File: src/rtl/pipe_stage_reg.sv
//------------------------------------------------------------------------------
// pipe_stage_reg : valid/ready pipeline stage with 2-entry skid, flush, stall counter
// Revision 1.0
//------------------------------------------------------------------------------
`default_nettype none

module pipe_stage_reg #(
  parameter int                CTRL_W      = 10,
  parameter int                DATA_W      = 143,
  parameter logic [CTRL_W-1:0] CTRL_BUBBLE = {CTRL_W{1'b0}},
  parameter int                CNT_W       = 16
) (
  input  logic              clk,
  input  logic              rst,
  input  logic              in_valid,
  output logic              in_ready,
  input  logic [CTRL_W-1:0] in_ctrl,
  input  logic [DATA_W-1:0] in_data,
  input  logic              flush,
  output logic              out_valid,
  input  logic              out_ready,
  output logic [CTRL_W-1:0] out_ctrl,
  output logic [DATA_W-1:0] out_data,
  output logic [CNT_W-1:0]  stall_cnt
);

  typedef enum logic [1:0] {
    S_EMPTY = 2'd0,
    S_HALF  = 2'd1,
    S_FULL  = 2'd2
  } state_t;

  state_t              state_q, state_d;
  logic                out_valid_q, out_valid_d;
  logic                in_ready_q, in_ready_d;
  logic [CTRL_W-1:0]   main_ctrl_q, main_ctrl_d;
  logic [DATA_W-1:0]   main_data_q, main_data_d;
  logic [CTRL_W-1:0]   skid_ctrl_q, skid_ctrl_d;
  logic [DATA_W-1:0]   skid_data_q, skid_data_d;
  logic [CNT_W-1:0]    stall_cnt_q, stall_cnt_d;
  logic                in_fire, out_fire;

  assign in_fire  = in_valid & in_ready_q;
  assign out_fire = out_valid_q & out_ready;

  always_comb begin
    state_d     = state_q;
    main_ctrl_d = main_ctrl_q;
    main_data_d = main_data_q;
    skid_ctrl_d = skid_ctrl_q;
    skid_data_d = skid_data_q;

    if (flush) begin
      // Incoming beat is dropped; a downstream consume this cycle still stands.
      state_d     = S_EMPTY;
      main_ctrl_d = CTRL_BUBBLE;
    end else begin
      case (state_q)
        S_EMPTY: begin
          if (in_fire) begin
            state_d     = S_HALF;
            main_ctrl_d = in_ctrl;
            main_data_d = in_data;
          end
        end
        S_HALF: begin
          if (in_fire && out_fire) begin
            main_ctrl_d = in_ctrl;
            main_data_d = in_data;
          end else if (in_fire) begin
            state_d     = S_FULL;
            skid_ctrl_d = in_ctrl;
            skid_data_d = in_data;
          end else if (out_fire) begin
            state_d     = S_EMPTY;
            main_ctrl_d = CTRL_BUBBLE;
          end
        end
        S_FULL: begin
          if (out_fire) begin
            state_d     = S_HALF;
            main_ctrl_d = skid_ctrl_q;
            main_data_d = skid_data_q;
          end
        end
        default: begin
          state_d     = S_EMPTY;
          main_ctrl_d = CTRL_BUBBLE;
        end
      endcase
    end

    // Handshake outputs are registered copies of the next-state decode.
    out_valid_d = (state_d != S_EMPTY);
    in_ready_d  = (state_d != S_FULL);
  end

  always_comb begin
    stall_cnt_d = stall_cnt_q;
    if (out_valid_q && !out_ready && (stall_cnt_q != {CNT_W{1'b1}}))
      stall_cnt_d = stall_cnt_q + {{(CNT_W-1){1'b0}}, 1'b1};
  end

  always_ff @(posedge clk) begin
    if (rst) begin
      state_q     <= S_EMPTY;
      out_valid_q <= 1'b0;
      in_ready_q  <= 1'b1;
      main_ctrl_q <= CTRL_BUBBLE;
      main_data_q <= '0;
      skid_ctrl_q <= CTRL_BUBBLE;
      skid_data_q <= '0;
      stall_cnt_q <= '0;
    end else begin
      state_q     <= state_d;
      out_valid_q <= out_valid_d;
      in_ready_q  <= in_ready_d;
      main_ctrl_q <= main_ctrl_d;
      main_data_q <= main_data_d;
      skid_ctrl_q <= skid_ctrl_d;
      skid_data_q <= skid_data_d;
      stall_cnt_q <= stall_cnt_d;
    end
  end

  assign in_ready  = in_ready_q;
  assign out_valid = out_valid_q;
  assign out_ctrl  = main_ctrl_q;
  assign out_data  = main_data_q;
  assign stall_cnt = stall_cnt_q;

endmodule

`default_nettype wire

File: config.mk
export PLATFORM = sky130hd
export DESIGN_NAME = pipe_stage_reg
export DESIGN_NICKNAME = d
export VERILOG_FILES = /design/src/rtl/pipe_stage_reg.sv
export SDC_FILE = /design/constraint.sdc
export NUM_CORES = 1
export LEC_CHECK = 0
export CAP_MARGIN = 0
export CORE_MARGIN = 5
export CORE_UTILIZATION = 47
export CTS_BUF_LIST = sky130_fd_sc_hd__clkbuf_8
export DETAILED_ROUTE_END_ITERATION = 7
export HOLD_SLACK_MARGIN = 0.05
export PLACE_DENSITY = 0.87
export SETUP_SLACK_MARGIN = 0.05
export SLEW_MARGIN = 30
export SYNTH_ARGS = -nofsm -noshare
export SYNTH_HDL_FRONTEND = slang
export SYNTH_SLANG_ARGS = --single-unit
File: constraint.sdc
create_clock -name clk -period 2 [get_ports clk]
set_clock_uncertainty 0.1 [all_clocks]
set_input_delay 0.2 -clock clk [delete_from_list [all_inputs] [get_ports clk]]
set_output_delay 0.2 -clock clk [all_outputs]
set_load 0.03 [all_outputs]
; ---- Yosys cells after proc, flatten, opt, wreduce, memory -nomap -nowiden
; Cells that the tools add are included.
[totals]
word_cells = 50
inputBits = 158
register_bits = 326
output_inout_bits = 171
[classes]
muxes = 17
reduce_logical = 11
addsub = 1
n_bitwise = 4
n_eq_ne = 9
[ops]
columns = op, n
row1 = 143-bit 2-to-1 mux, 3
row2 = 143-bit case mux with 3 select lines, 1
row3 = 10-bit 2-to-1 mux, 5
row4 = 10-bit case mux with 3 select lines, 1
row5 = 16-bit by 1-bit adder with 16-bit output (second input constant), 1
row6 = 16-bit != test (second input constant), 1
row7 = 2-bit 2-to-1 mux, 6
row8 = 2-bit != test (second input constant), 4
row9 = 4-bit AND reduction, 2
row10 = 3-bit != test (second input constant), 2
row11 = 2-bit case mux with 3 select lines, 1
row12 = 5-bit AND reduction, 1
row13 = 1-bit logical AND, 3
row14 = 3-bit nonzero test, 1
row15 = 1-bit AND, 2
row16 = 2-bit by 1-bit == test with 1-bit output (second input constant), 1
row17 = 2-bit == test (second input constant), 1
row18 = 2-bit logical NOT, 1
row19 = 1-bit inverter, 2
row20 = 2-bit nonzero test, 1
row21 = 2-bit OR reduction, 1
row22 = 1-bit logical NOT, 1

; ---- Logic depth before layout (Yosys ltp)
; Gate-level depths: netlist (run 1).
[depth]
word_depth = 7
ltp_mapped = 7
mapped_depth_nobuf = 5

; ---- Worst setup path before layout (run 1)
; No wires, ideal clock.
[synth_path]
path_kind = flip-flop to flip-flop
from = register stall_cnt_q[0] (netlist: stall_cnt[0])
to = register stall_cnt_q[8] (netlist: stall_cnt[8])
arrival_ns = 1.963
path_stages_with_launch = 7
required_ns = 1.830
period_less_slack_ns = 2.134
setup_slack_ns = -0.134
setup_ns = 0.070
path_buffers = 1
cell_sequence = dfxtp_1 ha_1 nand4_1 nand2b_1 clkbuf_1 or4_1 a21oi_1
[synth_between]
elab_chain_cells = 2
word_cells_on_any_way = 3
cone_classes = 1 x add/sub / 1 x eq/ne / 1 x reduce/logical
[synth_lines]
columns = item, line
row1 = start: declaration, 40  ; logic [CNT_W-1:0] stall_cnt_q, stall_cnt_d;
row2 = start signal: assignment, 122  ; stall_cnt_q <= stall_cnt_d;
row3 = branches (longest 2 deep; another with 16-bit by 1-bit adder with 16-bit output), n/a
; Parallel ways; which one is timed is not known.
; A chain may end at the register's enable or synchronous reset.

; ---- Final worst setup path (run 1)
[layout_path]
from = register state_q[1]
to = register main_data_q[117] (netlist: out_data[117])
[layout_between]
elab_chain_cells = 3
word_cells_on_any_way = 9
cone_classes = 5 x eq/ne / 1 x mux / 3 x reduce/logical
[layout_lines]
columns = item, line
row1 = start: declaration, 33  ; state_t state_q, state_d;
row2 = start signal: assignment, 115  ; state_q <= state_d;
row3 = "2-bit by 1-bit == test with 1-bit output, or another cell as far along", 58  ; case (state_q)
row4 = 2-bit != test (no source line) / 3-bit nonzero test (equally long branches), n/a
row5 = 5-bit AND reduction (no source line), n/a
row6 = end signal: assignment, 119  ; main_data_q <= main_data_d;
row7 = end: declaration, 37  ; logic [DATA_W-1:0] main_data_q, main_data_d;
; Several ways; a longest one is shown, not always the timed one.

==> qor.txt, run 1 <==
Worst VDD drop: 0.000591 V
Most common cell in the netlist: dfxtp_1
Hold Crit Class: in -> reg
Area grow syn2layout: 43.8%
Hold Vio Cnt, Final: 0
Gate Count Post-Synth: 1485
Power per Cell Area: 782 nW/um^2
Post-route ant nets: 0
DIE HEIGHT: 182 microns
Port bufs: 328
GR Util All Layers: 0.233
Met1 Usage GRT: 0.273
Drt first pass iters: 7
Met3 global-route usage: 0.0650
Yosys reg bits: 326
Switching Fraction: 0.292
Final GP Congestion: 0.835
Initial Util: 0.474
First-pass GRT wire length: 65.0 mm
Synth unique cells: 46
Row count: 63
Via count: 13216
Async SR Flop Fraction: 0
Reg power frac: 0.446
Largest net degree at the start of global routing: 81
Synth area leader: dfxtp_1
CTS sink count: 326
# fillers: 2049
Crit path DAT: 2.40 ns
Finish-stage setup viols: 5
M2 GR Usage: 0.401
Most Used Layer, Global Route: met2
Final Max Tran Viols: 0
Clk_lat worst skew: 0.57 ns
WL/cell: 20.5 microns
Area of the core: 29500 sq um
Crit Path Max Fanout: 14
R2R depth: 6
Detailed Route Iter0 Violations: 1011
Crit path to: out_data[117]
Static leakage: 8.76 nW
Nets: 1974
Antenna violations before repair: 1
Number of synthesis warnings: 0
Syn Area/Cell: 9.41 sq um
Setup crit end kind: flop
Post-route minimum period: 2.03 ns
Worst-path clk slew: 0.07 ns
Max H-tree Level: 2
Clock Tree Buf Depth: 3
Post-synth top cells: dfxtp_1, nand2_1, a21oi_1
Via density: 5.91
Synth Cell Area: 14000 sq um
Final WS setup: -0.0306 ns
Remaining routing DRC violations: 0
Critical Path Source: state_q[1]
Io pins: 329
Setup TNS: -0.0789 ns
Worst R2R Start: state_q[1]
Share of cells above drive strength 1: 0.211
CP required: 2.37 ns
Top_reg_cell synth: dfxtp_1
FF/Latch Area: 6540 sq um
Slew @ Worst Pin: 0.714 ns
Reg-to-reg endpoint: out_data[117]
Vias in the first global route: 12573
Register area share after synthesis: 0.467
Synth top area cells: dfxtp_1, a21oi_1, a311oi_2
Multi-input gate area: 7330 sq um
Status: finished with violations
Clk network pwr share: 0.353
DIE AREA: 33300 sq um
TritonCTS buffer count: 52
Crit share post-route: 1.02
CTS tree: built
P_sw: 0.00458 W
Slew headroom: 0.522
Worst reg-to-reg setup slack: -0.03 ns
Startpoint Class: flop
Post-Syn Nets: 1644
Root Buffer: clkbuf_8
Failing checks: negative setup slack
Grt ovf: 0
Crit Path Class: reg -> reg
Part of the power in combinational logic: 0.201
MaxCap Viol Count: 0
Total Wirelength: 45.8 mm
Fin util: 0.682
Post-synth top area share: 0.467
Post-DP HPWL: 28.0 mm
Number of synthesized flops with an enable pin: 0
Fmax: 492 MHz
Internal power: 0.0111 W
Unrepaired setup endpoints after global routing: yes
Die W: 182 microns
## per-stage QoR
stage / hold slack, ns / power (W) / std cells / worst slack [ns] / instance area, sq um
after global placement: 0.341 / 0.00977 / 2133 / -0.287 / 18000
after CTS: 0.0698 / 0.0154 / 2222 / -0.0111 / 19100
final: 0.110 / 0.0157 / 2238 / -0.0306 / 20100
after floorplan: 0.236 / 0.00867 / 1485 / 0.0362 / 14000
after global routing: 0.0946 / 0.0163 / 2238 / -0.0761 / 20100
after detailed placement: 0.346 / 0.00986 / 2133 / -0.367 / 18000
## critical path, cell delays in order (launching register included)
cell,delay [ns]
dfxtp_2,0.36
and3b_2,0.23
a221o_4,0.46
buf_12,0.18
buf_12,0.15
buf_8,0.16
a311oi_2,0.28
## worst min-delay path by stage
stage | end | slack, ns | start | cells past startpoint
2_1_floorplan | skid_ctrl_q[0] | 0.24 | in_ctrl[0] | 2
3_3_place_gp | skid_data_q[129] | 0.34 | skid_data_q[129] | 2
3_5_place_dp | skid_data_q[78] | 0.35 | skid_data_q[78] | 2
4_1_cts | skid_data_q[122] | 0.07 | in_data[122] | 3
5_1_grt | skid_data_q[122] | 0.09 | in_data[122] | 3
6_report | skid_data_q[131] | 0.11 | in_data[131] | 3
## cells by family after synthesis
group                    synth area share
XOR/XNOR                          0.00125
flip-flops                          0.467
adder cells (fa/ha/maj)          0.000895
AO/OA/AOI/OAI                       0.260
multiplexers                        0.106
AND/OR/NAND/NOR                     0.111
buffers and inverters              0.0536
## flip-flops by register name (all words and copies together) (netlist names)
register and count:
skid_data_q 143, skid_ctrl_q 10, in_ready 1, out_ctrl 10, stall_cnt 16, out_data 143
state_q 2, out_valid 1
## placed cells by master (no fill, tap or decap), drive strengths merged, types with 2 or more instances in the layout
cell / n
nand3: 6
a311oi: 145
or3: 2
a222oi: 10
nand2b: 3
clkinv: 8
a31oi: 2
nor2: 21
dlymetal6s2s: 54
nor3: 6
clkbuf: 70
mux2: 3
dfxtp: 326
mux2i: 145
and2: 3
clkdlybuf4s50: 223
buf: 91
or4: 4
nand4: 4
inv: 20
and3b: 3
a21oi: 303
o31ai: 3
o41ai: 3
nor2b: 4
nor4: 4
nand2: 313
dlygate4sd2: 49
## power by group through the flow
stage | combinational (W) | sequential [W] | clock [W]
2_1_floorplan | 0.00114 | 0.00754 | 0
5_1_grt | 0.00330 | 0.00703 | 0.00593
4_1_cts | 0.00280 | 0.00697 | 0.00563
3_5_place_dp | 0.00276 | 0.00710 | 0
6_report | 0.00316 | 0.00700 | 0.00555
3_3_place_gp | 0.00269 | 0.00709 | 0
## timing repair
action                                  in CTS  in global routing
cloned                                       1                 10
setup buffers                                1                  5
pin swaps                                    0                 13
hold buffers                                 1                  0
endpoints found under the setup margin     100                148
gates resized for setup                     72                180
hold endpoints to repair                    36                  0
## cell type report
cell class              count  area share
clock inverters            23     0.00610
well taps                 390      0.0243
clock buffers              63      0.0431
repair buffers            426       0.235
inverters                   6     0.00149
flip-flops and latches    326       0.325
multi-input cells        1003       0.365
diodes                      1    0.000125
## routing by layer
| metal | vias to the layer above | routed length [microns] |
|---|---|---|
| met4 | 0 | 1780 |
| li1 | 6058 | - |
| met1 | 6389 | 17400 |
| met2 | 623 | 23100 |
| met5 | - | 0 |
| met3 | 146 | 3600 |
(Power assumes the default switching activity.)
==> run 2: changes to the inputs <==
--- a/config.mk
+++ b/config.mk
@@ -5,7 +5,7 @@
 export SDC_FILE = /design/constraint.sdc
 export NUM_CORES = 1
 export LEC_CHECK = 0
-export CAP_MARGIN = 0
+export CAP_MARGIN = 15
 export CORE_MARGIN = 5
 export CORE_UTILIZATION = 47
 export CTS_BUF_LIST = sky130_fd_sc_hd__clkbuf_8
==> results of run 2 <==
Final layout, timing and power as in run 1 (identical DEF).
